--- src/rtl/reg_file_2r1w.sv ---
// 32 x 32 general-purpose register file: two combinational read ports and one
// rising-edge write port. r0 reads as zero, and the write port bypasses to the reads.
module reg_file_2r1w #(
  parameter int DATA_WIDTH = 32,
  parameter int ADDR_WIDTH = 5
) (
  input  logic                  clk,
  input  logic                  rst_n,
  input  logic                  we,
  input  logic [ADDR_WIDTH-1:0] wa,
  input  logic [DATA_WIDTH-1:0] wd,
  input  logic [ADDR_WIDTH-1:0] ra1,
  input  logic [ADDR_WIDTH-1:0] ra2,
  output logic [DATA_WIDTH-1:0] rd1,
  output logic [DATA_WIDTH-1:0] rd2
);

  localparam int DEPTH = 2 ** ADDR_WIDTH;

  // r0 has no storage; entries start at index 1.
  logic [DATA_WIDTH-1:0] regs [1:DEPTH-1];
  logic                  wr_hit;

  // A write is live only out of reset and to a non-zero address.
  assign wr_hit = we & rst_n & (|wa);

  always_ff @(posedge clk or negedge rst_n) begin
    if (!rst_n) begin
      for (int i = 1; i < DEPTH; i++) begin
        regs[i] <= '0;
      end
    end else if (wr_hit) begin
      regs[wa] <= wd;
    end
  end

  // Reset drives both outputs to zero. Otherwise a matching write bypasses to the
  // read port, and a read of r0 returns zero.
  always_comb begin
    rd1 = '0;
    if (wr_hit && (wa == ra1)) begin
      rd1 = wd;
    end else if (rst_n && (|ra1)) begin
      rd1 = regs[ra1];
    end
  end

  always_comb begin
    rd2 = '0;
    if (wr_hit && (wa == ra2)) begin
      rd2 = wd;
    end else if (rst_n && (|ra2)) begin
      rd2 = regs[ra2];
    end
  end

endmodule

--- config.mk ---
export PLATFORM = sky130hd
export DESIGN_NAME = reg_file_2r1w
export DESIGN_NICKNAME = d
export VERILOG_FILES = /design/src/rtl/reg_file_2r1w.sv
export SDC_FILE = /design/constraint.sdc
export NUM_CORES = 2
export LEC_CHECK = 0
export BUFFER_PORTS_ARGS = -buffer_cell sky130_fd_sc_hd__buf_2
export CORE_ASPECT_RATIO = 2
export CORE_MARGIN = 2
export CORE_UTILIZATION = 50
export CTS_CLUSTER_DIAMETER = 120
export CTS_CLUSTER_SIZE = 8
export DETAILED_ROUTE_END_ITERATION = 6
export GPL_TIMING_DRIVEN = 0
export PLACE_DENSITY = 0.63
export SLEW_MARGIN = 20
export SYNTH_ARGS = -nofsm -noshare
export SYNTH_HDL_FRONTEND = slang
export SYNTH_SLANG_ARGS = --single-unit
--- constraint.sdc ---
create_clock -name clk -period 4 [get_ports clk]
set_input_delay 0.2 -clock clk [delete_from_list [all_inputs] [get_ports clk]]
set_output_delay 0.2 -clock clk [all_outputs]
set_load 0.05 [all_outputs]
==> reports/results.tsv <==
stage	metric	value	unit
detailed_routing	viasPerCell	7.202	
power_and_ir_drop	p_leak	0.02724	µW
worst_setup_path	path_cells	buf_4 > buf_2 > clkbuf_4 > mux2i_1 > mux2i_1 > a211oi_1 > o21ai_1 > a22o_1 > buf_2	
clock_tree	htree_levels	4	
logic_synthesis	syn_area_per_cell	14.13	µm²
layout	nets	4179	
global_route	grt_pass1_vias	40953	
sta	maxSlewHeadroom	17.26	%
placed_design	dp_cells	5331	
layout	post-route-util	56.55	%
floorplanning	rows	171	
detailed_routing	drtIter0Drc	4549	
power_and_ir_drop	p_comb_share	18.8	%
layout	syn2layout_area_growth	12.60	%
logic_synthesis	syn_inst	3839	
logic_synthesis	synth_top_cell_area_share	45.75	%
clock_tree	clk_latency	0.77	ns
logic_synthesis	syn-num-nets	3889	
logic_synthesis	syn_area	54260	µm²
logic_synthesis	synth-main-ff-cell	dfrtp_1	
power_and_ir_drop	switching_share	29.02	%
floorplanning	dieArea	111300	µm²
layout	top_register	regs	
layout	drive_gt1_share	48.07	%
layout	mostFrequentLayoutCells	mux2_2 (1097), dfrtp_1 (992), mux4_2 (363)	
clock_tree	clock_path_buffers	3	
global_route	antenna_found_initial	23	
worst_setup_path	critPathKind	in2out	
logic_synthesis	async_flop_share	100.0	%
detailed_routing	wire_per_inst	39.41	µm
layout	largest_reg_flops	992	
power_and_ir_drop	p_sw	8331	µW
logic_synthesis	yosys_warnings	0	
worst_setup_path	start_kind	input pin	
sta	final_hold_viol_count	0	
clock_tree	numCtsBuffers	141	
logic_synthesis	synthTopCellsByArea	dfrtp_1 (46%), mux2_2 (23%), mux4_2 (15%)	
logic_synthesis	seq_area_frac_synth	45.75	%
power_and_ir_drop	p_per_area	469.9	nW/µm²
worst_setup_path	cp.required	3.80	ns
clock_tree	clkTransAtPathRegs	0.05	ns
worst_setup_path	critPathMaxStageDelay	0.67	ns
floorplanning	dieWidth	236.9	µm
min_path	hold_class	in2async	
sta	worst_pin_slew	1.241	ns
status	violations	negative setup slack	
flow_run	cap_violations	0	
worst_setup_path	endpoint_kind	primary output	
global_route	grt_first_pass_wirelength	306100	µm
sta	maxSlewViolCount	0	
detailed_routing	drc_errors	0	
placed_design	place_congestion	1.002	
sta	fmax	0.2424	GHz
layout	fin_cells	5537	
sta	rsz0062_at_grt	no	
logic_synthesis	ys_seq_elements	992	
sta	timing.final.crit_share	103.1	%
detailed_routing	ant_nets	0	
global_route	grt_max_degree	142	
power_and_ir_drop	ir_worst_vdd	0.4445	mV
floorplanning	ios	114	
placed_design	place_hpwl	156700	µm
sta	skew	0	ns
clock_tree	cts_root_buf	clkbuf_16	
global_route	grt_usage	39.47	%
logic_synthesis	synth_top_area_cell	dfrtp_1	
detailed_routing	via_count	39876	
detailed_routing	finalWirelength	218200	µm
floorplanning	dieHeight	469.9	µm
worst_setup_path	slowest_stage	buf_2	
worst_setup_path	cp_max_fo	11	
clock_tree	clkSinkCount	992	
floorplanning	core-area	108000	µm²
layout	final_common_cell	mux2_2	
global_route	gr-total-overflow	0	
sta	setup_ws	-0.1249	ns
power_and_ir_drop	p_int	20380	µW
sta	setup_viol	7	
sta	fin_crit	4.125	ns
floorplanning	start_util	50.22	%
clock_tree	cts_tree	yes	
worst_setup_path	crit_family	buffers and inverters	
logic_synthesis	synth_edf_count	0	
layout	largest_registers	regs (992)	
power_and_ir_drop	clkPwrFrac	37.9	%
detailed_routing	drt_pass1_iterations	6	
placed_design	port_buffers	100	
logic_synthesis	synth_cell_types	59	
worst_setup_path	arrival	3.92	ns
worst_setup_path	path_buf_inv	4	
power_and_ir_drop	seq_power_share	43.3	%
sta	setup_tns	-0.5116	ns
status	status	finished, violations left	
## power by group through the flow
stage | sequential, µW | combinational, µW | clock, µW
4_1_cts | 12400 | 5270 | 10900
6_report | 12400 | 5400 | 10900
3_5_place_dp | 12500 | 5210 | 0
2_1_floorplan | 12100 | 3560 | 0
3_3_place_gp | 12400 | 5060 | 0
5_1_grt | 12500 | 5590 | 11300
## layer usage
metal	vias to the layer above	part of all wire, %	track usage [%]
met3	927	8.5	9.577
li1	15384	-	-
met2	2680	46	60.80
met5	-	0.029	0
met4	10	11	36.36
met1	20875	34	45.30
## path summary, 6_finish.rpt
kind	from	end	slack, ns	depth (start not counted)
max in group asynchronous	rst_n	regs[914]	1.01	8
worst max register to register	regs[503]	regs[503]	3.08	1
worst min register to register	regs[901]	regs[901]	0.51	1
worst max-delay path	ra2[1]	rd2[0]	-0.12	9
worst min-delay path	rst_n	regs[132]	0.21	5
min in group clk	wa[1]	regs[896]	0.22	3
## logic make-up after synthesis
family / synth area share [%]
DFF: 45.75
AOI/OAI and AO/OA: 6.055
buffers and inverters: 4.047
and+or+nand+nor: 3.539
xor gates and xnor gates: 0.1614
muxes: 40.45
## metrics by stage
stage	setup WS [ns]	total power (µW)	hold WS (ns)	area (µm²)
after global routing	0.01710	29410	0.2067	61070
after floorplan	1.326	15690	-0.09559	54260
after global placement	-18.96	17490	0.4889	56500
after CTS	0.001717	28530	0.1878	61020
after detailed placement	-0.2486	17730	0.07960	56790
final	-0.1249	28710	0.2145	61100
## final cells by class
type,instances,area [µm²]
Clock inverter,7,61.31
Clock buffer,147,3679
Tap cell,1384,1732
Fill cell,8845,46950
Sequential cell,992,24820
Timing Repair Buffer,148,1216
Antenna cell,13,32.53
Inverter,3,11.26
Buffer,425,2195
Multi-Input combinational cell,2418,27350
## cell usage after synthesis (7+ instances only)
library cell and count:
nand2_1 139, dfrtp_1 992, nor4b_2 10, nand2b_1 7, a22o_1 32, clkbuf_1 188, a22oi_1 46, buf_6 23
a31oi_1 27, a221o_1 27, o2111ai_1 17, buf_4 29, nor2b_1 18, o211ai_1 57, mux2_1 8, mux2i_1 133
buf_8 7, or3_1 16, nand4_1 10, a221oi_1 36, mux2_2 1097, nor3_1 16, buf_1 11, nor2_1 60
buf_2 166, o22ai_1 52, mux4_2 363, a21oi_1 37, o221ai_1 64, nand3_1 53, nor4b_1 18, o21ai_0 28
## what timing repair did
| action | in CTS | in global routing |
|---|---|---|
| resized for setup | 2 | 15 |
| hold buffers | 40 | 0 |
| setup buffers | 0 | 0 |
| cloned | 0 | 0 |
| endpoints found under the setup margin | 5 | 9 |
| endpoints found under the hold margin | 371 | 0 |
(Power assumes the default switching activity.)
